$ cat config.mk
export PLATFORM = sky130hd
export DESIGN_NAME = dmem_bridge
export DESIGN_NICKNAME = d
export VERILOG_FILES = /design/src/rtl/dmem_bridge_pkg.sv /design/src/rtl/dmem_timer.sv /design/src/rtl/dmem_bridge.sv
export SDC_FILE = /design/constraint.sdc
export NUM_CORES = 1
export LEC_CHECK = 0
export BUFFER_PORTS_ARGS = -buffer_cell sky130_fd_sc_hd__buf_2
export CAP_MARGIN = 20
export CORE_UTILIZATION = 30
export CTS_CLUSTER_SIZE = 30
export DETAILED_ROUTE_END_ITERATION = 6
export SLEW_MARGIN = 20
export SYNTH_ARGS = -nofsm -noshare
export SYNTH_HDL_FRONTEND = slang
export SYNTH_SLANG_ARGS = --single-unit
$ cat constraint.sdc
create_clock -name clock -period 3.8 [get_ports clock]
set_input_delay 0.38 -clock clock [delete_from_list [all_inputs] [get_ports clock]]
set_output_delay 0.38 -clock clock [all_outputs]
set_load 0.1 [all_outputs]
$ cat src/rtl/dmem_bridge_pkg.sv
// dmem_bridge_pkg: shared FSM state, peripheral register map and byte-lane merge helper
package dmem_bridge_pkg;
  localparam logic [31:0] PERIPH_BASE   = 32'h4000_0000;
  localparam logic [31:0] PERIPH_MASK   = 32'hFFFF_F000;
  localparam logic [31:0] MTIMECMP_RST  = 32'hFFFF_FFFF;
  localparam logic [11:0] OFF_GPIO      = 12'h000;
  localparam logic [11:0] OFF_MTIME     = 12'h010;
  localparam logic [11:0] OFF_MTIMECMP  = 12'h014;
  localparam logic [11:0] OFF_CTRL      = 12'h018;
  localparam logic [11:0] OFF_ERR       = 12'h01C;
  localparam int CTRL_EN     = 0;
  localparam int CTRL_PEND   = 1;
  localparam int CTRL_IRQ_EN = 2;
  typedef enum logic [1:0] {IDLE, WAIT_SRAM, PERIPH_RSP} state_t;
  function automatic logic [31:0] be_merge(input logic [31:0] old, input logic [31:0] wd, input logic [3:0] be);
    logic [31:0] r;
    r = old;
    for (int i = 0; i < 4; i++) if (be[i]) r[8*i +: 8] = wd[8*i +: 8];
    return r;
  endfunction
endpackage

$ cat src/rtl/dmem_timer.sv
// dmem_timer: free-running MTIME, MTIMECMP compare, CTRL register and interrupt level
module dmem_timer
  import dmem_bridge_pkg::*;
(
  input  logic        clock,
  input  logic        reset,
  input  logic        wr,
  input  logic [11:0] off,
  input  logic [31:0] wdata,
  input  logic [3:0]  be,
  output logic [31:0] mtime,
  output logic [31:0] mtimecmp,
  output logic [2:0]  ctrl,
  output logic        irq
);
  logic ctrl_wr;
  assign ctrl_wr = wr && off == OFF_CTRL && be[0];
  assign irq = ctrl[CTRL_PEND] & ctrl[CTRL_IRQ_EN];
  always_ff @(posedge clock or posedge reset) begin
    if (reset) begin
      mtime    <= '0;
      mtimecmp <= MTIMECMP_RST;
      ctrl     <= '0;
    end else begin
      if (ctrl[CTRL_EN]) mtime <= mtime + 32'd1;
      if (wr && off == OFF_MTIMECMP) mtimecmp <= be_merge(mtimecmp, wdata, be);
      if (ctrl_wr) begin
        ctrl[CTRL_EN]     <= wdata[CTRL_EN];
        ctrl[CTRL_IRQ_EN] <= wdata[CTRL_IRQ_EN];
      end
      // a compare hit in the same cycle as a W1C keeps pending set
      ctrl[CTRL_PEND] <= (ctrl[CTRL_EN] && mtime == mtimecmp) |
                         (ctrl[CTRL_PEND] & ~(ctrl_wr & wdata[CTRL_PEND]));
    end
  end
endmodule

$ cat src/rtl/dmem_bridge.sv
// dmem_bridge: core data port to SRAM bridge with local GPIO/timer register window
// Timer registers and io_timer_irq exist only when DMEM_BRIDGE_TIMER_EN is defined.
module dmem_bridge
  import dmem_bridge_pkg::*;
(
  input  logic        clock,
  input  logic        reset,
  input  logic        io_core_req_valid,
  input  logic [31:0] io_core_req_addr,
  input  logic [31:0] io_core_req_wdata,
  input  logic [3:0]  io_core_req_be,
  input  logic        io_core_req_we,
  output logic        io_core_rsp_valid,
  output logic [31:0] io_core_rsp_rdata,
  output logic        io_sram_req_valid,
  output logic [31:0] io_sram_req_addr,
  output logic [31:0] io_sram_req_wdata,
  output logic [3:0]  io_sram_req_be,
  output logic        io_sram_req_we,
  input  logic        io_sram_rsp_valid,
  input  logic [31:0] io_sram_rsp_rdata,
  output logic [31:0] io_gpio_out,
  output logic        io_timer_irq
);
  state_t      state;
  logic [31:0] rdata_q, rd_val;
  logic        err_drop, wr_q, hit, sram_go, per_wr, drop;
  logic [11:0] off;
  logic [31:0] mtime, mtimecmp;
  logic [2:0]  ctrl;
  assign hit     = (io_core_req_addr & PERIPH_MASK) == PERIPH_BASE;
  assign off     = {io_core_req_addr[11:2], 2'b00};
  assign sram_go = io_core_req_valid & state == IDLE & ~hit & ~reset;
  assign per_wr  = io_core_req_valid & state == IDLE & hit & io_core_req_we;
  assign drop    = io_core_req_valid & state != IDLE;
  assign io_sram_req_valid = sram_go;
  assign io_sram_req_addr  = sram_go ? io_core_req_addr : '0;
  assign io_sram_req_wdata = sram_go ? io_core_req_wdata : '0;
  assign io_sram_req_be    = sram_go ? io_core_req_be : '0;
  assign io_sram_req_we    = sram_go & io_core_req_we;
  assign io_core_rsp_valid = (state == WAIT_SRAM & io_sram_rsp_valid) | state == PERIPH_RSP;
  assign io_core_rsp_rdata = (state == WAIT_SRAM & io_sram_rsp_valid & ~wr_q) ? io_sram_rsp_rdata :
                             state == PERIPH_RSP ? rdata_q : '0;
`ifdef DMEM_BRIDGE_TIMER_EN
  dmem_timer u_timer (
    .clock(clock), .reset(reset), .wr(per_wr), .off(off), .wdata(io_core_req_wdata),
    .be(io_core_req_be), .mtime(mtime), .mtimecmp(mtimecmp), .ctrl(ctrl), .irq(io_timer_irq)
  );
  always_comb begin
    rd_val = off == OFF_GPIO     ? io_gpio_out :
             off == OFF_ERR      ? {31'b0, err_drop} :
             off == OFF_MTIME    ? mtime :
             off == OFF_MTIMECMP ? mtimecmp :
             off == OFF_CTRL     ? {29'b0, ctrl} : '0;
  end
`else
  assign mtime        = '0;
  assign mtimecmp     = '0;
  assign ctrl         = '0;
  assign io_timer_irq = 1'b0;
  always_comb begin
    rd_val = off == OFF_GPIO ? io_gpio_out :
             off == OFF_ERR  ? {31'b0, err_drop} : '0;
  end
`endif
  always_ff @(posedge clock or posedge reset) begin
    if (reset) begin
      state       <= IDLE;
      rdata_q     <= '0;
      io_gpio_out <= '0;
      err_drop    <= 1'b0;
      wr_q        <= 1'b0;
    end else begin
      case (state)
        IDLE: if (io_core_req_valid) begin
          state   <= hit ? PERIPH_RSP : WAIT_SRAM;
          wr_q    <= io_core_req_we;
          rdata_q <= (hit & ~io_core_req_we) ? rd_val : '0;
        end
        WAIT_SRAM: if (io_sram_rsp_valid) state <= IDLE;
        default: state <= IDLE;
      endcase
      if (per_wr && off == OFF_GPIO) io_gpio_out <= be_merge(io_gpio_out, io_core_req_wdata, io_core_req_be);
      // a drop in the same cycle as a W1C keeps the flag set
      err_drop <= drop | (err_drop & ~(per_wr && off == OFF_ERR && io_core_req_be[0] && io_core_req_wdata[0]));
    end
  end
endmodule
# Yosys cells after proc, flatten, opt, wreduce, memory -nomap -nowiden

Cells that the tools add are included.
Widths: inputs -> output; s select.

Register bits after elaboration: 68
Latch bits: 0
Logic and storage cells: 57
Bits in read-only memories: 0
Bits in writable memories: 0
Input port bits: 105
Memories: 0

Reductions and logical operators: 13
Add/subtract/negate cells: 0
Multipliers: 0
Div/mod/pow operators: 0
Multiplexer cells: 12
Equal/unequal tests: 6
Order comparisons: 0
Bitwise logic cells: 18
Shift-type cells: 0

Operators by type and width:

| cell                 | number |
|---|---|
| $mux 32              | 6 |
| $eq 20x19->1 const B | 1 |
| $logic_not 12->1     | 1 |
| $reduce_and 2->1     | 6 |
| $and 1x1->1          | 11 |
| $eq 10x3->1 const B  | 1 |
| $mux 2               | 3 |
| $not 1->1            | 5 |
| $logic_and 1x1->1    | 4 |
| $mux 4               | 1 |
| $ne 2x2->1 const B   | 2 |
| $pmux 2 s2           | 1 |
| $eq 2x1->1 const B   | 1 |
| $eq 2x2->1 const B   | 1 |
| $logic_not 2->1      | 1 |
| $or 1x1->1           | 2 |
| $reduce_bool 2->1    | 1 |
| $mux 1               | 1 |

# Longest topological paths before layout

Gate-level depths: netlist of the first run.

Word-level depth: 10
Gate-level depth with buffers: 7
Mapped depth without buffers: 4

# Worst setup path after synthesis of the first run

OpenSTA, ideal clock, no wires.

Path kind: input port to output port
From: in reset
To: out io_sram_req_be[0]
Path buffers: 1
Cell stages on the path: 4
Arrival: 4.141 ns
Path slack: -0.721 ns
Cells stage by stage: inv_1 -> o2111a_1 -> clkbuf_1 -> and2_1

Longest elaborated chain between the ends: 3

RTL lines:

| item                        | line              | text |
|---|---|---|
| start, declared             | dmem_bridge.sv:7  | `input logic reset,` |
| $not 1->1                   | dmem_bridge.sv:33 | `assign sram_go = io_core_req_valid & state == IDLE & ~hit & ~reset;` |
| $and 1x1->1                 | dmem_bridge.sv:33 |  |
| named net io_sram_req_valid | dmem_bridge.sv:15 | `output logic io_sram_req_valid,` |
| $mux 4                      | dmem_bridge.sv:39 | `assign io_sram_req_be = sram_go ? io_core_req_be : '0;` |
| end, declared               | dmem_bridge.sv:18 | `output logic [3:0] io_sram_req_be,` |

The timed path passes the listed nets, and every way through them passes these cells.

# Worst setup path in the final report of the first run

From: reg state[1]
To: out io_core_rsp_rdata[31]

Longest elaborated chain between the ends: 4

RTL lines:

| item                      | line              | text |
|---|---|---|
| start, declared           | dmem_bridge.sv:25 | `state_t state;` |
| start signal, assigned    | dmem_bridge.sv:76 | `state <= hit ? PERIPH_RSP : WAIT_SRAM;` |
| $eq 2x1->1                | dmem_bridge.sv:42 | `assign io_core_rsp_rdata = (state == WAIT_SRAM & io_sram_rsp_valid & ~wr_q) ? io_sram_rsp_rdata :` |
| $and 1x1->1 (2 in series) | dmem_bridge.sv:42 |  |
| $mux 32 (*)               | dmem_bridge.sv:42 |  |
| end, declared             | dmem_bridge.sv:14 | `output logic [31:0] io_core_rsp_rdata,` |

Mark *: on every way between the ends. The rest lies on a longest branch, timed or not.

==> results of run 1 <==
[area by class of cell]
type	instances	area [µm²]	share of cell area [%]
Clock inverter	5	83.8	1.63
Inverter	5	22.5	0.438
Tap cell	140	175	3.41
Sequential cell	68	1700	33.1
Multi-Input combinational cell	203	1660	32.2
Timing Repair Buffer	246	1250	24.3
Clock buffer	11	253	4.92
[registers in the layout, summed over array words and instances (netlist names)]
| name | cells |
|---|---|
| wr_q | 1 |
| io_gpio_out | 32 |
| err_drop | 1 |
| state | 2 |
| rdata_q | 32 |
[Yosys cell counts]
master and number:
buf_2 4, a21o_1 1, nor3_1 3, mux2_2 31, and3_1 1, nor4_1 4
nor4b_1 1, nor2_1 3, buf_1 1, or4_1 3, buf_4 2, nand4_1 2
clkbuf_1 17, o32ai_1 1, and2_1 69, nand3_1 4, a22o_1 63, a22oi_1 1
conb_1 1, mux2_1 2, or3b_2 1, nor3_4 4, or3_1 1, nand3b_1 1
nor4_4 1, o2111a_1 1, nor2b_1 1, nand2_1 1, dfrtp_1 68, inv_1 5
o21ai_0 2
[power by group through the flow]
stage               registers (W)  clock network (W)  logic [W]
finish                   0.000733           0.000916   0.000596
global route             0.000733           0.000972   0.000622
CTS                      0.000733           0.000942   0.000601
detailed placement       0.000746                  0   0.000600
global placement         0.000745                  0   0.000596
floorplan                0.000744                  0   0.000471
[path summary, 6_finish.rpt]
| check | depth (start not counted) | from | slack [ns] | endpoint |
|---|---|---|---|---|
| max reg2reg | 4 | state[0] | 1.14 | io_gpio_out[9] |
| min | 2 | io_sram_rsp_valid | 0.25 | state[0] |
| min in group asynchronous | 3 | reset | 0.38 | wr_q |
| max | 5 | state[1] | 0.90 | io_core_rsp_rdata[31] |
| min reg2reg | 1 | rdata_q[6] | 0.50 | rdata_q[6] |
| max in group asynchronous | 3 | reset | 2.81 | io_gpio_out[28] |
[through the flow]
step	area (µm²)	std cells	setup WS (ns)	hold WS, ns
floorplan	3470	300	0.0476	0.451
global placement	4800	662	0.901	0.491
detailed placement	4800	662	0.822	0.485
CTS	5140	678	0.809	0.246
global route	5140	678	0.735	0.255
finish	5140	678	0.903	0.254
[routing by layer]
metal	part of all wire [%]	wire [µm]	track usage [%]	vias to the layer above
met2	51	5370	32.3	144
met4	0.84	88	3.71	0
met5	0	0	0	-
met3	6.5	686	4.74	6
met1	41	4340	20.2	1542
li1	-	-	-	1572
[cells by family after synthesis]
logic type,synth area share [%]
AND/OR/NAND/NOR,19.4
AO/OA/AOI/OAI,17.2
flip-flops,49.1
multiplexers,10.7
buffers and inverters,3.50
other,0.108
==> metrics, run 1 <==
status=completed; Achievable Freq=0.345 GHz; maximum root-to-sink buffer count=2; Final Max Slew Viols=0; DRC violation total after the first TritonRoute iteration=121; Clock Skews=0.00673 ns; Mapped Nets=405; count of input and output buffers=239; number of setup buffers added after CTS=0; count of unique library cells instantiated by Yosys=31; CTS Hold Buffers Added=0; leading cell type in the layout, fill and taps excluded=buf_2; Die Width=110 µm; wire length of the first global-routing pass=15700 µm; Avg Inst Size Synth=11.6 µm²; critical path startpoint category=flop; starting density of the core=31.4%; number of max-cap violations=0; Final Hold Fails=0; standby leakage power=3.00 nW; commonest non-fill, non-tap cells in the layout=buf_2 (239), and2_1 (69), dfrtp_1 (68); required time at the endpoint of the critical path=3.42 ns; sequential cell fraction of total power=32.7%; largest cells by area after synthesis=dfrtp_1 (49%), a22o_1 (16%), and2_1 (12%); number of levels in the clock H-tree=3; portion of total power attributed to the clock network=40.8%; summed negative setup slack over all endpoints=0 ns; via count=3264; peak ir drop on the vdd network=0.203 mV; share of the clock period used by the worst path=76.2%; number of CTS-inserted buffers=9; final-layout fill cell count=1040; routed wire length per instance=15.5 µm; summed instance area of the synthesized netlist=0.00347 mm²; Final ANT Viol Nets=0; number of global-route vias before repair=3102; Via-to-Cell Ratio=4.81; CP max-delay cell=nor2_2; worst setup path category=reg2out; max-slew headroom at the worst pin=42.1%; number of antenna violations at the first check in global routing=0; Pre-antenna DRT Iters=4; cell count after synthesis=300; portion of synthesized cell area occupied by the leading cell type=49.1%; total length of routed wires=10500 µm; post-layout total power=0.00224 W; post-CTS clock slew at the launch and capture registers of the worst setup and hold paths=0.05 ns; CTS tree=yes; post-layout utilization of the core=46.6%; Tightest Pin Transition=0.868 ns; weighted congestion at the end of routability-driven global placement=0.763; clock insertion delay at the later pin of the skew report=0.33 ns; total buffers and inverters traversed by the critical path=2; IO Pins=241; antenna cell count=0; setup repair after global routing missed its margin=false; register area share after synthesis=49.1%; Synth Warn #=0; nature of the critical path endpoint=output pin; proportion of layout cells with a drive suffix above 1=56.3%; post-synthesis sequential element count=68; HPWL after detailed placement=7810 µm; Die Y-Extent=110 µm; critical path fanouts, max=20; kind of cell adding the most delay to the critical path=buffers and inverters; maximum number of pins on one net before global-route repair=69; Internal Dissipation=0.00145 W; total power divided by cell area=437 mW/mm²; Psw=0.000793 W; GR Overflow Total=0; arrival time of the worst setup path=2.52 ns; Sw Share=35.3%; post-cts sizing count=0; clock period minus final worst setup slack=2.90 ns; DRC=0; Std-Cell Core Area=0.0110 mm²; layout overhead on the synthesized area=48.2%; highest cell delay on the worst timing path=0.55 ns; number of nets at the end of the flow=638; worst hold path type=in2reg; GRT Util Overall=17.5%; critical path, cell by cell=nand3b_1 -> nor2_2 -> buf_4 -> a22o_1 -> buf_2; area enclosed by the die boundary=0.0120 mm²; clock tree root buffer cell=clkbuf_16; number of clock sinks seen by CTS=68; count of standard-cell rows=38; number of setup violations in the final report=0; Combinational Power Share=26.5%; leading area contributor after synthesis=dfrtp_1
Note: power is estimated with default switching activity, not from simulation.
==> inputs of run 2 (changes only) <==
==> constraint.sdc (replaced) <==
create_clock -name clock -period 2.68 [get_ports clock]
set_input_delay 0.268 -clock clock [delete_from_list [all_inputs] [get_ports clock]]
set_output_delay 0.268 -clock clock [all_outputs]
set_load 0.1 [all_outputs]
==> metrics, run 2 (synthesis results as in run 1) <==
standby leakage power=3.05 nW; number of setup buffers added after CTS=0; Internal Dissipation=0.00204 W; CTS Hold Buffers Added=0; number of levels in the clock H-tree=3; Std-Cell Core Area=0.0110 mm²; max-slew headroom at the worst pin=41.9%; final-layout fill cell count=1032; Combinational Power Share=27.3%; GR Overflow Total=0; count of input and output buffers=239; share of the clock period used by the worst path=94.8%; DRC violation total after the first TritonRoute iteration=97; number of nets at the end of the flow=645; leading cell type in the layout, fill and taps excluded=buf_2; count of standard-cell rows=38; critical path fanouts, max=35; critical path startpoint category=flop; required time at the endpoint of the critical path=2.41 ns; routed wire length per instance=15.9 µm; antenna cell count=0; HPWL after detailed placement=7770 µm; clock period minus final worst setup slack=2.54 ns; via count=3363; GRT Util Overall=17.9%; wire length of the first global-routing pass=15700 µm; total power divided by cell area=604 mW/mm²; Psw=0.00112 W; proportion of layout cells with a drive suffix above 1=58.2%; post-CTS clock slew at the launch and capture registers of the worst setup and hold paths=0.05 ns; maximum number of pins on one net before global-route repair=69; starting density of the core=31.4%; DRC=0; clock insertion delay at the later pin of the skew report=0.32 ns; Clock Skews=0.00522 ns; status=completed; Final Hold Fails=0; layout overhead on the synthesized area=51.1%; hold path depth=2; arrival time of the worst setup path=2.27 ns; clock tree root buffer cell=clkbuf_16; maximum root-to-sink buffer count=2; setup repair after global routing missed its margin=false; number of CTS-inserted buffers=9; number of global-route vias before repair=3022; commonest non-fill, non-tap cells in the layout=buf_2 (237), dfrtp_1 (68), a22o_1 (63); number of setup violations in the final report=0; peak ir drop on the vdd network=0.318 mV; worst setup path category=reg2out; Sequential Area=0.00170 mm²; number of antenna violations at the first check in global routing=0; worst hold path type=in2reg; registers with the most flip-flops=io_gpio_out (32), rdata_q (32), state (2); Tightest Pin Transition=0.872 ns; Pre-antenna DRT Iters=4; IO Pins=241; number of max-cap violations=0; CTS tree=yes; Final ANT Viol Nets=0; Via-to-Cell Ratio=4.91; post-layout total power=0.00317 W; multi-input logic area=0.00170 mm²; number of clock sinks seen by CTS=68; Die Width=110 µm; total length of routed wires=10900 µm; sequential cell fraction of total power=32.9%; area enclosed by the die boundary=0.0120 mm²; Die Y-Extent=110 µm; weighted congestion at the end of routability-driven global placement=0.755; portion of total power attributed to the clock network=39.8%; Final Max Slew Viols=0; R2R depth=5; summed negative setup slack over all endpoints=0 ns; Achievable Freq=0.393 GHz; nature of the critical path endpoint=output pin; Sw Share=35.5%
-- run 2: changes by cell type in the layout (fill, tap and decap cells not counted), sizes merged --
cell      previous run  this run
o2111a               1         2
buf                246       251
clkinvlp             3         2
clkbuf              11        13
-- run 2: metal layers --
metal	routed length, µm	GRT usage, %	vias to the layer above
met5	0	0	-
met4	79	5.05	0
met3	728	4.03	8
met2	5550	32.0	160
met1	4530	21.4	1606
li1	-	-	1589
-- run 2: layout make-up --
type                    count  share of cell area, %
repair buffers            252                   25.3
clock buffers              12                   4.71
inverters                   5                  0.430
clock inverters             4                   1.39
flip-flops and latches     68                   32.5
well taps                 140                   3.34
multi-input cells         204                   32.4
-- run 2: what timing repair did --
item,in CTS,in global routing
resized for setup,1,1
pin swaps,1,0
hold endpoints to repair,0,0
cloned,1,0
setup endpoints to repair,69,1
-- run 2: power by group through the flow --
stage	sequential [W]	clock, W	combinational, W
finish	0.00104	0.00126	0.000866
global route	0.00104	0.00134	0.000902
floorplan	0.00105	0	0.000674
global placement	0.00106	0	0.000858
CTS	0.00104	0.00129	0.000870
detailed placement	0.00106	0	0.000862
-- run 2: path summary, 6_finish.rpt --
check	end	startpoint	slack (ns)
min in group asynchronous	io_gpio_out[0]	reset	0.31
worst max-delay path	io_sram_req_wdata[25]	state[0]	0.14
worst min-delay path	state[0]	io_sram_rsp_valid	0.14
worst max register to register	io_gpio_out[7]	state[0]	0.22
worst min register to register	rdata_q[26]	rdata_q[26]	0.50
max in group asynchronous	rdata_q[18]	reset	1.78
-- run 2: metrics by stage --
step	setup slack, ns	area [µm²]	util, %	hold slack [ns]	std cells
3_5_place_dp	0.0627	4900	44.5	0.480	668
2_1_floorplan	0.0277	3500	-	0.366	300
5_1_grt	0.00205	5240	47.5	0.146	685
6_report	0.139	5240	47.5	0.140	685
3_3_place_gp	0.132	4900	44.5	0.473	668
4_1_cts	0.132	5240	47.5	0.131	685
-- run 2: worst max-delay path: stages (launching register included) --
cell	delay, ns
dfrtp_1	0.45
nor2_1	0.19
o2111a_2	0.65
and2_4	0.24
buf_2	0.42
